==> src/rtl/div_unit_pkg.sv <==
// Shared definitions for the EX-stage divider: state encodings and
// handshake constants used by the divider and its EX-stage consumer.
package div_unit_pkg;

    typedef enum logic [1:0] {
        DivFree   = 2'b00,
        DivByZero = 2'b01,
        DivOn     = 2'b10,
        DivEnd    = 2'b11
    } div_state_e;

    localparam logic DivResultReady    = 1'b1;
    localparam logic DivResultNotReady = 1'b0;
    localparam logic DivStart          = 1'b1;
    localparam logic DivStop           = 1'b0;

endpackage

==> src/rtl/div_unit.sv <==
// Multi-cycle radix-2 restoring divider, signed and unsigned.
// One quotient bit per cycle; operands latched at start; result is
// {remainder, quotient} and is held while ready is high.
module div_unit
    import div_unit_pkg::*;
#(
    parameter int WIDTH = 32
) (
    input  logic               clk,
    input  logic               reset,
    input  logic               start,
    input  logic               signed_div,
    input  logic [WIDTH-1:0]   dividend,
    input  logic [WIDTH-1:0]   divisor,
    input  logic               annul,
    output logic [2*WIDTH-1:0] result,
    output logic               ready,
    output logic               busy
);

    localparam int CW = $clog2(WIDTH);

    div_state_e       state;
    logic [CW-1:0]    cnt;
    logic [WIDTH-1:0] rem_q;
    logic [WIDTH-1:0] quo_q;
    logic [WIDTH-1:0] dvs_q;
    logic             neg_quo;
    logic             neg_rem;

    // Magnitudes of the incoming operands; the most negative value maps
    // onto itself and is then treated as an unsigned magnitude.
    logic [WIDTH-1:0] dvd_abs;
    logic [WIDTH-1:0] dvs_abs;
    assign dvd_abs = (signed_div && dividend[WIDTH-1]) ? -dividend : dividend;
    assign dvs_abs = (signed_div && divisor[WIDTH-1])  ? -divisor  : divisor;

    // One restoring step: shift {rem,quo} left, trial-subtract at WIDTH+1 bits.
    logic [WIDTH:0]   trial;
    logic [WIDTH:0]   diff;
    logic [WIDTH-1:0] rem_nx;
    logic [WIDTH-1:0] quo_nx;
    always_comb begin
        trial  = {rem_q, quo_q[WIDTH-1]};
        diff   = trial - {1'b0, dvs_q};
        rem_nx = trial[WIDTH-1:0];
        quo_nx = {quo_q[WIDTH-2:0], 1'b0};
        if (!diff[WIDTH]) begin
            rem_nx = diff[WIDTH-1:0];
            quo_nx = {quo_q[WIDTH-2:0], 1'b1};
        end
    end

    // Stall request to EX follows the state directly.
    assign busy = (state == DivByZero) || (state == DivOn);

    // Divider control and datapath with registered result/ready.
    always_ff @(posedge clk or negedge reset) begin
        if (!reset) begin
            state   <= DivFree;
            cnt     <= '0;
            rem_q   <= '0;
            quo_q   <= '0;
            dvs_q   <= '0;
            neg_quo <= 1'b0;
            neg_rem <= 1'b0;
            result  <= '0;
            ready   <= DivResultNotReady;
        end else if (annul && state != DivFree) begin
            state  <= DivFree;
            cnt    <= '0;
            result <= '0;
            ready  <= DivResultNotReady;
        end else begin
            case (state)
                DivFree: begin
                    if (start == DivStart && !annul) begin
                        cnt     <= '0;
                        rem_q   <= '0;
                        quo_q   <= dvd_abs;
                        dvs_q   <= dvs_abs;
                        neg_quo <= signed_div && (dividend[WIDTH-1] ^ divisor[WIDTH-1]);
                        neg_rem <= signed_div && dividend[WIDTH-1];
                        state   <= (divisor == '0) ? DivByZero : DivOn;
                    end
                end
                DivByZero: begin
                    result <= '0;
                    ready  <= DivResultReady;
                    state  <= DivEnd;
                end
                DivOn: begin
                    rem_q <= rem_nx;
                    quo_q <= quo_nx;
                    cnt   <= cnt + 1'b1;
                    if (cnt == CW'(WIDTH - 1)) begin
                        result <= {neg_rem ? -rem_nx : rem_nx,
                                   neg_quo ? -quo_nx : quo_nx};
                        ready  <= DivResultReady;
                        state  <= DivEnd;
                    end
                end
                DivEnd: begin
                    if (start == DivStop) begin
                        result <= '0;
                        ready  <= DivResultNotReady;
                        cnt    <= '0;
                        state  <= DivFree;
                    end
                end
                default: state <= DivFree;
            endcase
        end
    end

endmodule

==> config.mk <==
export PLATFORM = sky130hd
export DESIGN_NAME = div_unit
export DESIGN_NICKNAME = d
export VERILOG_FILES = /design/src/rtl/div_unit_pkg.sv /design/src/rtl/div_unit.sv
export SDC_FILE = /design/constraint.sdc
export NUM_CORES = 1
export LEC_CHECK = 0
export ABC_AREA = 1
export CAP_MARGIN = 20
export CORE_ASPECT_RATIO = 1.25
export CORE_MARGIN = 1
export CORE_UTILIZATION = 47
export CTS_CLUSTER_SIZE = 24
export DETAILED_ROUTE_END_ITERATION = 8
export PLACE_DENSITY = 0.68
export SLEW_MARGIN = 0
export SYNTH_ARGS = -nofsm -noshare
export SYNTH_HDL_FRONTEND = slang
export SYNTH_SLANG_ARGS = --single-unit
export TNS_END_PERCENT = 50
==> constraint.sdc <==
create_clock -name clk -period 5.1 [get_ports clk]
set_input_delay 0.51 -clock clk [delete_from_list [all_inputs] [get_ports clk]]
set_output_delay 0.51 -clock clk [all_outputs]
set_load 0.01 [all_outputs]
==> flow_metrics.py, run 1 <==
metrics = {
    "routing": {
        "post_drt_wl_per_cell_um": 16.4,
        "drtPass1Iterations": 5,
        "viasPerCell": 5.33,
        "wl_mm": 40.5,
        "vias": 13200,
        "drcViolationCount": 0,
        "drtIter0Drc": 782,
        "detail-route-antenna-nets": 0,
    },
    "grt": {
        "grt_max_degree": 127,
        "use_met2_pct": 52.8,
        "track_usage_pct": 29.5,
        "grt_pass1_vias": 12700,
        "grt_util_met3_pct": 3.78,
        "antenna_found_initial": 0,
        "grt_overflow": 0,
        "grt_pass1_wl_mm": 65.3,
        "grt_util_met1_pct": 34.9,
        "busiest_layer": "met2",
    },
    "run_status": {
        "outcome": "finished, violations left",
        "violations": "hold timing",
    },
    "synthesis": {
        "synth.area.top_cells": "dfrtp_1, nand2_1, inv_1",
        "syn_inst": 2003,
        "yosys.area.top_type": "dfrtp_1",
        "synth_seq_cells": 170,
        "synth_nets": 2115,
        "netlist.area_leader.share_pct": 32.3,
        "synth-edff-count": 0,
        "synth_cell_types": 51,
        "yosys_warnings": 0,
        "syn_avg_cell_area_sq_um": 6.57,
        "syn_area_sq_mm": 0.0132,
        "async_flop_share_pct": 100,
        "synth_ff_type": "dfrtp_1",
        "ys_seq_area_share_pct": 32.3,
    },
    "clocking": {
        "cts-htree-levels": 4,
        "clk_pin_slew_ns": 0.07,
        "ctsRootBufferMaster": "clkbuf_16",
        "cts_made_buffers": 17,
        "cts.sinks": 170,
        "clockBufferDepth": 2,
        "clk_latency_ns": 0.45,
        "post_cts_buffers": 0,
        "cts_tree": "yes",
    },
    "sta": {
        "rsz0062_at_grt": "no",
        "setup_viol": 0,
        "slew_viol_final": 0,
        "fin_ws_ns": 0.764,
        "period_needed_ns": 4.34,
        "period_share_pct": 85.0,
        "hold_violations": 1,
        "finClkSkew_ns": 0.0219,
        "fmax_mhz": 231,
        "tightest_slew_ns": 0.883,
        "holdWs_ns": -0.00168,
        "setup-tns-final_ns": 0,
        "max_slew_margin_pct": 40.7,
    },
    "final_layout": {
        "syn_to_final_growth_pct": 17.0,
        "final_common_cell": "nand2_1",
        "antennaDiodeCount": 0,
        "num-nets-final": 2224,
        "layout_common_cells": "nand2_1, inv_1, dfrtp_1, o21ai_0, nor2_1",
        "fillers": 2788,
        "drive_gt1_share_pct": 6.45,
    },
    "floorplan": {
        "die_x_um": 152,
        "core.rowCount": 68,
        "core-area_sq_mm": 0.0276,
        "dieHeight_um": 189,
        "initial_core_util_pct": 47.7,
        "boundaryPins": 135,
        "dieArea_sq_mm": 0.0287,
    },
    "place": {
        "dp_slack_ns": 0.582,
        "io_buffers": 134,
        "gp_congestion": 0.992,
        "dp_hpwl_mm": 31.6,
    },
    "worst_setup_path": {
        "worst_setup_path_end_kind": "flip-flop",
        "worst_setup_path_start_kind": "flip-flop",
        "required_ns": 5.46,
        "critPathKind": "reg -> reg",
        "arrival_ns": 4.69,
        "crit_path_max_fanout": 18,
    },
    "run": {
        "cap_violations": 0,
    },
    "min_path": {
        "hold_path.class": "in -> async",
    },
}
[state kept, by name (all words and copies together), names as in the netlist]
signal   cells
rem_q       32
neg_quo      1
state        2
ready        1
quo_q       32
dvs_q       32
result      64
neg_rem      1
cnt          5
[cell usage after synthesis, types with 7 or more instances]
| master | n |
|---|---|
| clkbuf_1 | 36 |
| or2_2 | 8 |
| a21oi_1 | 77 |
| o22ai_1 | 28 |
| inv_1 | 264 |
| ha_1 | 42 |
| nor2_1 | 145 |
| o31ai_1 | 7 |
| nand4_1 | 20 |
| nand2_2 | 39 |
| nor2_2 | 9 |
| o211ai_1 | 20 |
| dfrtp_1 | 170 |
| xor2_1 | 44 |
| xnor2_1 | 20 |
| o21ai_0 | 167 |
| nand3_1 | 109 |
| o21ai_1 | 19 |
| nor4_1 | 9 |
| nand2_1 | 655 |
| nor3_1 | 29 |
[worst max-delay path, cell delays in order, from the launching register on]
cell and delay, ns:
dfrtp_1 0.37, inv_1 0.11, ha_1 0.15, inv_1 0.06
fa_1 0.41, nand2_1 0.08, nand2_1 0.08, nand3_1 0.10
nand2_2 0.10, nand2_2 0.07, nand2_2 0.06, nand2_2 0.11
nand3_4 0.20, nand2_8 0.22, ha_1 0.20, nand3_1 0.12
nor3_1 0.25, nand2_1 0.13, nor2_2 0.22, a21oi_1 0.13
a21oi_1 0.26, inv_1 0.10, a21oi_1 0.25, inv_1 0.11
o21ai_0 0.15, nand2_1 0.06, o21ai_0 0.15
[timing repair]
action                     CTS  global route
setup endpoints to repair    0             1
hold buffers                 0             0
resized for setup            0             2
[per-stage QoR]
| step | hold slack [ns] | area, sq um | utilization [%] | instances |
|---|---|---|---|---|
| finish | -0.00168 | 15400 | 55.8 | 2475 |
| global route | 0.0138 | 15400 | 55.8 | 2475 |
| CTS | 0.000640 | 15400 | 55.8 | 2474 |
| detailed placement | 0.466 | 14800 | 53.5 | 2442 |
| global placement | 0.467 | 14800 | 53.5 | 2442 |
| floorplan | 0.214 | 13200 | - | 2003 |
[path summary, 6_finish.rpt]
path | start | cells past startpoint | endpoint | slack, ns
worst max-delay path | quo_q[31] | 26 | result[26] | 0.76
worst min-delay path | reset | 1 | result[60] | -0.002
worst max register to register | quo_q[31] | 26 | result[26] | 0.76
worst min register to register | dvs_q[23] | 2 | dvs_q[23] | 0.48
max in group asynchronous | reset | 2 | dvs_q[31] | 4.03
min in group clk | dvs_q[23] | 2 | dvs_q[23] | 0.48
[routing by layer]
layer	wire length [um]	up-vias	part of all wire, %
met4	1530	0	3.8
met2	20900	336	52
met3	1620	71	4.0
li1	-	6649	-
met1	16400	6146	41
met5	0	-	0
[layout make-up]
class                      count  area (sq um)  area share (%)
timing repair buffer         145          1440            9.34
sequential                   170          4250            27.6
clock buffer                  20           457            2.97
clock inverter                12           161            1.05
tap                          350           438            2.85
inverter                     273          1020            6.66
multi-input combinational   1505          7620            49.5
[cells by family after synthesis]
kind of cell	synth area share, %
adder cells (fa/ha/maj)	4.15
AND/OR/NAND/NOR	34.5
XOR/XNOR	4.26
flip-flops	32.3
buffers and inverters	10.0
AO/OA/AOI/OAI	14.7
Power of run 1 is not shown: default switching activity piles up to over one toggle a cycle in this logic, so the estimate is an artifact.
==> run 2, diff against run 1 <==
- CAP_MARGIN: 20 -> default
- PLACE_DENSITY: 0.68 -> 0.77
==> run 2 against run 1 <==
Net effect:
- the run now ends clean
- non-clock buffer count decreased by 2
- maximum frequency decreased by 4.5%
- register-to-register slack got worse by 0.20 ns
- die area unchanged
- highest routed layer unchanged
- worst setup slack got worse by 0.20 ns
- routed wire length increased by 0.81%
- sequential share of layout area increased by 0.13 points
- clock skew decreased by 0.013 ns
- critical path type unchanged
==> flow_metrics.py, run 2 (synthesis gave the netlist of run 1 again) <==
metrics = {
    "routing": {
        "vias": 13400,
        "post_drt_wl_per_cell_um": 16.5,
        "viasPerCell": 5.41,
        "detail-route-antenna-nets": 0,
        "wl_mm": 40.8,
        "drcViolationCount": 0,
        "drtIter0Drc": 821,
        "drtPass1Iterations": 6,
    },
    "grt": {
        "grt_util_met3_pct": 2.77,
        "grt_overflow": 0,
        "busiest_layer": "met2",
        "grt_pass1_vias": 13100,
        "use_met2_pct": 53.7,
        "track_usage_pct": 29.9,
        "antenna_found_initial": 0,
        "grt_pass1_wl_mm": 66.5,
        "grt_util_met1_pct": 34.5,
        "grt_max_degree": 95,
    },
    "worst_setup_path": {
        "critPathKind": "reg -> reg",
        "crit_path_max_fanout": 36,
        "arrival_ns": 4.90,
        "required_ns": 5.46,
        "r2r_slack_ns": 0.56,
        "worst_setup_path_end_kind": "flip-flop",
        "worst_setup_path_start_kind": "flip-flop",
        "r2r_end": "result[26]",
        "reg2reg_depth": 26,
        "cp-startpoint": "quo_q[31]",
        "r2r-start": "quo_q[31]",
    },
    "clocking": {
        "cts_made_buffers": 17,
        "ctsRootBufferMaster": "clkbuf_16",
        "clk_pin_slew_ns": 0.07,
        "cts-resized-gates": 0,
        "cts-htree-levels": 4,
        "cts_tree": "yes",
        "cts_hold_buf": 0,
        "cts.sinks": 170,
        "clk_latency_ns": 0.44,
        "post_cts_buffers": 0,
        "clockBufferDepth": 2,
    },
    "sta": {
        "setup_viol": 0,
        "period_share_pct": 89.0,
        "tightest_slew_ns": 1.26,
        "slew_viol_final": 0,
        "finClkSkew_ns": 0.00876,
        "rsz0062_at_grt": "no",
        "setup-tns-final_ns": 0,
        "hold_violations": 0,
        "fmax_mhz": 220,
        "period_needed_ns": 4.54,
        "max_slew_margin_pct": 15.5,
    },
    "final_layout": {
        "layout_common_cells": "nand2_1, inv_1, dfrtp_1, o21ai_0, nor2_1",
        "fillers": 2776,
        "finish.utilization_pct": 55.6,
        "final_common_cell": "nand2_1",
        "syn_to_final_growth_pct": 16.4,
        "largest_register_ffs": 64,
        "num-nets-final": 2221,
        "instances_no_fill": 2472,
        "drive_gt1_share_pct": 6.27,
        "largest_register": "result",
        "antennaDiodeCount": 0,
    },
    "floorplan": {
        "core-area_sq_mm": 0.0276,
        "die_x_um": 152,
        "dieArea_sq_mm": 0.0287,
        "initial_core_util_pct": 47.7,
        "dieHeight_um": 189,
        "core.rowCount": 68,
        "boundaryPins": 135,
    },
    "run_status": {
        "outcome": "complete, no violations",
    },
    "place": {
        "dp_hpwl_mm": 31.6,
        "gp_congestion": 0.957,
        "dp_cells": 2440,
        "io_buffers": 134,
    },
    "min_path": {
        "hold_path.class": "in -> async",
    },
    "run": {
        "cap_violations": 0,
    },
}
==> run 2: layer usage <==
layer / vias to the layer above / part of all wire (%)
li1: 6648 / -
met1: 6274 / 39
met2: 359 / 52
met3: 101 / 3.6
met4: 0 / 5.3
met5: - / 0
==> run 2: how the worst max path moves through the flow <==
stage	to	slack, ns
3_5_place_dp	result[26]	0.64
6_report	result[26]	0.56
2_1_floorplan	result[26]	1.27
5_1_grt	result[26]	0.06
4_1_cts	result[26]	0.56
3_3_place_gp	result[26]	0.76
==> run 2: final cells by class <==
class                           count  area (sq um)  area share [%]
Clock inverter                     12           138           0.898
Timing Repair Buffer              143          1410            9.20
Sequential cell                   170          4250            27.8
Tap cell                          350           438            2.86
Inverter                          273          1020            6.69
Clock buffer                       20           457            2.98
Multi-Input combinational cell   1504          7600            49.6
==> run 2: worst max-delay path: stages, from the launching register on <==
cell	delay (ns)
dfrtp_1	0.37
inv_1	0.11
ha_1	0.17
inv_1	0.07
fa_1	0.41
nand2_1	0.08
nand2_1	0.09
nand3_1	0.11
nand2_2	0.10
nand2_2	0.07
nand2_2	0.06
nand2_2	0.12
nand3_2	0.24
nand2_8	0.32
ha_1	0.23
nand3_1	0.11
nor3_1	0.28
nand2_1	0.12
nor2_1	0.20
a21oi_1	0.14
a21oi_1	0.26
inv_1	0.09
a21oi_1	0.24
inv_1	0.11
o21ai_0	0.15
nand2_1	0.06
o21ai_0	0.16
==> run 2: per-stage QoR <==
stage	area [sq um]	setup slack, ns	hold slack [ns]
after floorplan	13200	1.27	0.214
after global placement	14700	0.758	0.466
after detailed placement	14700	0.643	0.467
after CTS	15300	0.556	0.191
after global routing	15300	0.0646	0.202
final	15300	0.560	0.0922
Power of run 2 is left out for the same reason.
==> RTL edit 1 (settings of run 2) <==
The parameter `WIDTH` goes from 32 to 16.
--- a/src/rtl/div_unit.sv
+++ b/src/rtl/div_unit.sv
@@ -6,3 +6,3 @@
 #(
-    parameter int WIDTH = 32
+    parameter int WIDTH = 16
 ) (
Interface: changed (resized dividend, divisor and result); port bits go from 135 to 71. No check against the original RTL was run, so the function may have changed too.
==> RTL edit 1 against run 2 <==
  * Clock skew increased by 0.00054 ns
  * Final area shrank 50%
  * Sequential cell count is 81 lower
  * Setup slack gained 1.1 ns
  * Cell count fell by 53%
  * Routed wire length shrank 62%
  * Utilization increased by 1.6 points
  * Count of clock-buffer cells in the layout decreased by 11
  * Area after synthesis fell by 51%
==> RTL edit 1: results (changes against run 2) <==
clock_network:
  clock_latency_ns: 0.35  # -0.09 ns
  post_cts_buffers: 0  # unchanged
  clkSlewWorstSetupHoldPaths_ns: 0.07  # about the same
  cts-root-buf: "clkbuf_16"
  clk_path_buf_depth: 2  # unchanged
  cts_buffers: 9  # -8
  h-tree-depth: 3  # -1
  cts_resized: 0  # unchanged
power_and_ir_drop:
  leakage_nw: 3.86
synth:
  synth-adder-area-share: 0.0513  # +0.00987
  syn_nets: 1001  # -53%
  ys_types: 45  # -12%
  synth-edff-count: 0  # unchanged
  yosys.area_share.xor_xnor: 0.0419  # -0.000726
  synth_area_leaders: "dfrtp_1 34%, nand2_1 15%, inv_1 7.9%"
  synth_compound_gate_area_share: 0.144  # -0.00305
  synth_commonest_cells: "263 x nand2_1, 137 x inv_1, 89 x dfrtp_1"
  yosysSeqAreaShare: 0.343  # +0.0202
  ys.flop_type: "dfrtp_1"
  yosysWarnings: 0  # unchanged
placement:
  place.gp.congestion: 0.875  # -8.6%
  dp_slack_ns: 1.62  # +0.975 ns
  post-dp-hpwl_um: 12100  # -62%
  io_buffers: 70  # -48%
  placed_area_um2: 7320  # -50%
critical_path:
  cpPeakStageDelay_ns: 0.44  # +0.03 ns
  cp.arrival_ns: 3.78  # -1.12 ns
  crit_slowest_cell: "fa_1"
  path_max_fanout: 19  # -47%
  cp_top_family: "simple AND/OR/NAND/NOR gates"
  crit_path_end_kind: "flip-flop"
global_route:
  grt_first_pass_wirelength_um: 26400  # -60%
  grt_pass1_vias: 5751  # -56%
  track_usage: 0.233  # -0.0665
  grt_max_degree: 65  # -32%
timing:
  skew_ns: 0.00930  # +0.000541 ns
  worst_slew_pin_slew_ns: 1.15  # -0.114 ns
route:
  vias: 6100  # -54%
  postRouteWirelength_um: 15600  # -62%
  drtIter0Drc: 226  # -72%
  antenna_left: 0  # unchanged
  drt-pass1-iter-count: 4  # -2
cells_and_area:
  largest_register_ffs: 32  # -50%
  num-nets-final: 1061  # -52%
  num-fill-cells: 1262  # -55%
  drive_gt1_frac: 0.0688  # +0.00612
  top_register: "result"
run_status:
  outcome: "finished clean"
run:
  maxCapViolCount: 0  # unchanged
min_path:
  hp-class: "primary input to async pin"
-- RTL edit 1: cell count changes in the layout (fill, tap and decap cells not counted), sizes merged, moves of 64 or more --
cell and change:
nand2 -410, inv -129, o21ai -108, nor2 -87, dfrtp -81, clkdlybuf4s50 -64
-- RTL edit 1: power by group --
| part | switching [W] | internal, W | leakage (nW) | total (W) |
|---|---|---|---|---|
| clock | 0.000305 | 0.000388 | 0.145 | 0.000693 |
| combinational | 0.00246 | 0.00136 | 2.55 | 0.00381 |
| sequential | 0.000251 | 0.000996 | 1.16 | 0.00125 |
-- RTL edit 1: per-stage QoR --
step | hold WS, ns | instances | util
finish | 0.0590 | 1174 | 0.572
global route | 0.0869 | 1174 | 0.572
CTS | 0.0646 | 1174 | 0.572
detailed placement | 0.439 | 1158 | 0.548
global placement | 0.436 | 1158 | 0.548
floorplan | 0.214 | 938 | -
-- RTL edit 1: layout make-up --
type,count,share of cell area
multi-input cells,684,0.475
well taps,171,0.0280
clock buffers,9,0.0295
clock inverters,7,0.0115
repair buffers,73,0.0944
inverters,141,0.0694
flip-flops and latches,89,0.292
-- RTL edit 1: worst reg2reg max path: stages, from the launching register on --
cell and delay, ns:
dfrtp_1 0.36, inv_1 0.08, ha_1 0.14, inv_1 0.06, fa_1 0.44, nand2_2 0.10, nand2_2 0.06, nand3_1 0.09
nand2_2 0.09, nand2_4 0.12, nand3_4 0.14, nand2_8 0.19, ha_1 0.19, nand3_1 0.10, nor3_1 0.14, inv_1 0.07
nor3_1 0.24, nand3b_1 0.18, o21a_1 0.23, a21oi_1 0.16, or2_2 0.13, nand3_1 0.05, nand2_1 0.06
-- RTL edit 1: kinds of logic (layout without fill, tap and decap cells) --
logic type	after synthesis	after routing
AND/OR/NAND/NOR	463	463
AO/OA/AOI/OAI	164	164
flip-flops	89	89
XOR/XNOR	31	31
adder cells (fa/ha/maj)	26	26
buffers and inverters	165	230
-- RTL edit 1: final timing paths --
path                            slack [ns]       start  cells after the start    endpoint
worst min-delay path                  0.06       reset                      1      cnt[0]
min in group clk                      0.48  result[30]                      2  result[30]
max in group asynchronous             3.92       reset                      2  result[29]
worst max-delay path                  1.61   quo_q[15]                     22  result[14]
worst max register to register        1.61   quo_q[15]                     22  result[14]
worst min register to register        0.48  result[30]                      2  result[30]
-- RTL edit 1: routing by layer --
layer	up-vias	wire, µm	track usage
met5	-	0	0
met4	0	497	0.104
met3	38	446	0.0298
met2	124	8020	0.415
met1	2784	6610	0.277
li1	3154	-	-
==> RTL edit 2 (flow settings as in run 2) <==
Made on the original files. The 4 states of `div_state_e` get a one-hot encoding in 4 bits.
--- a/src/rtl/div_unit_pkg.sv
+++ b/src/rtl/div_unit_pkg.sv
@@ -4,7 +4,7 @@
 
-    typedef enum logic [1:0] {
-        DivFree   = 2'b00,
-        DivByZero = 2'b01,
-        DivOn     = 2'b10,
-        DivEnd    = 2'b11
+    typedef enum logic [3:0] {
+        DivFree   = 4'b0001,
+        DivByZero = 4'b0010,
+        DivOn     = 4'b0100,
+        DivEnd    = 4'b1000
     } div_state_e;
Function: no difference found for any inputs over 10 cycles, from zero or initial values and one cycle with reset low; not proved beyond that.
==> RTL edit 2 against run 2 <==
  * Routed wire length down 2.0%
  * Setup slack better by 0.47 ns
  * Worst hold slack better by 0.011 ns
  * Final area down 1.8%
  * Area after synthesis down 2.7%
  * Sequential cell count up 2
  * Critical endpoint is now result[24]
  * Largest cell class unchanged
  * Highest routed layer unchanged
Power is not shown: default switching activity piles up to over one toggle a cycle in this logic, so the estimate is an artifact.
==> RTL edit 2: results (changes against run 2) <==
route:
  drt-pass1-iter-count: 7  # +1
  wl_per_cell_um: 16.6  # +0.56%
  postRouteWirelength_um: 40000  # -2.0%
  drtIter0Drc: 935  # +14%
  viasPerCell: 5.47  # +1.0%
clock_network:
  clk_path_buf_depth: 2  # unchanged
  h-tree-depth: 4  # unchanged
  clkSlewWorstSetupHoldPaths_ns: 0.09  # +0.02 ns
critical_path:
  path_max_fanout: 4  # -89%
  r2r_slack_ns: 1.03  # +0.47 ns
  cp_top_family: "simple AND/OR/NAND/NOR gates"
  cp-endpoint: "result[24]"
  cp.arrival_ns: 4.42  # -0.48 ns
global_route:
  grt_max_degree: 85  # -11%
  grt_first_pass_wirelength_um: 65500  # -1.6%
  grt_pass1_vias: 13000  # -0.66%
  track_usage: 0.298  # -0.00155
placement:
  placed_area_um2: 14400  # -2.0%
  placed_cells: 2378  # -2.5%
  dp_slack_ns: 1.09  # +0.444 ns
  post-dp-hpwl_um: 30500  # -3.5%
  place.gp.congestion: 0.977  # +2.0%
timing:
  tns_ns: 0  # unchanged
  slew_headroom: 0.249  # +0.0934
  skew_ns: 0.0206  # +0.0118 ns
  fin_ws_ns: 1.03  # +0.472 ns
  fin_hold_ws_ns: 0.103  # +0.0113 ns
cells_and_area:
  top_register: "result"
  num-fill-cells: 2640  # -4.9%
  num-nets-final: 2160  # -2.7%
  drive_gt1_frac: 0.0557  # -0.00699
  regArea_um2: 4310  # +1.2%
synth:
  synth-adder-area-share: 0.0387  # -0.00274
  synth_compound_gate_area_share: 0.146  # -0.00151
  syn_inst: 1945  # -2.9%
  synth_commonest_cells: "638 x nand2_1, 249 x inv_1, 190 x o21ai_0"
  syn_nets: 2053  # -2.9%
  synth_area_leaders: "dfrtp_1 33%, nand2_1 19%, o21ai_0 7.4%"
  ys_types: 53  # +3.9%
  yosysSeqAreaShare: 0.336  # +0.0131
  yosys.area_share.xor_xnor: 0.0479  # +0.00531
run_status:
  outcome: "finished clean"
## RTL edit 2: cell types whose count changed in the layout (fill, tap and decap cells not counted), moves of 5 or more
cell / before / now
o21ai_0: 167 / 190
nand2_1: 655 / 636
nand2_2: 39 / 22
inv_1: 264 / 249
a21oi_1: 77 / 66
o21ai_1: 19 / 8
nor2_1: 144 / 154
nand3_1: 109 / 100
nor3_1: 29 / 37
o22ai_1: 28 / 21
o31ai_1: 7 / 2
xnor2_1: 20 / 25
## RTL edit 2: area by class of cell
class	count	area share
well taps	345	0.0287
multi-input cells	1458	0.485
inverters	258	0.0644
clock buffers	17	0.0283
repair buffers	145	0.0947
clock inverters	15	0.0128
flip-flops and latches	172	0.286
## RTL edit 2: layer usage
metal / global-route usage / wire length (µm) / vias to the layer above
met4: 0.148 / 1980 / 0
met2: 0.535 / 20700 / 450
li1: - / - / 6452
met3: 0.0355 / 1830 / 109
met5: 0 / 0 / -
met1: 0.344 / 15500 / 6168
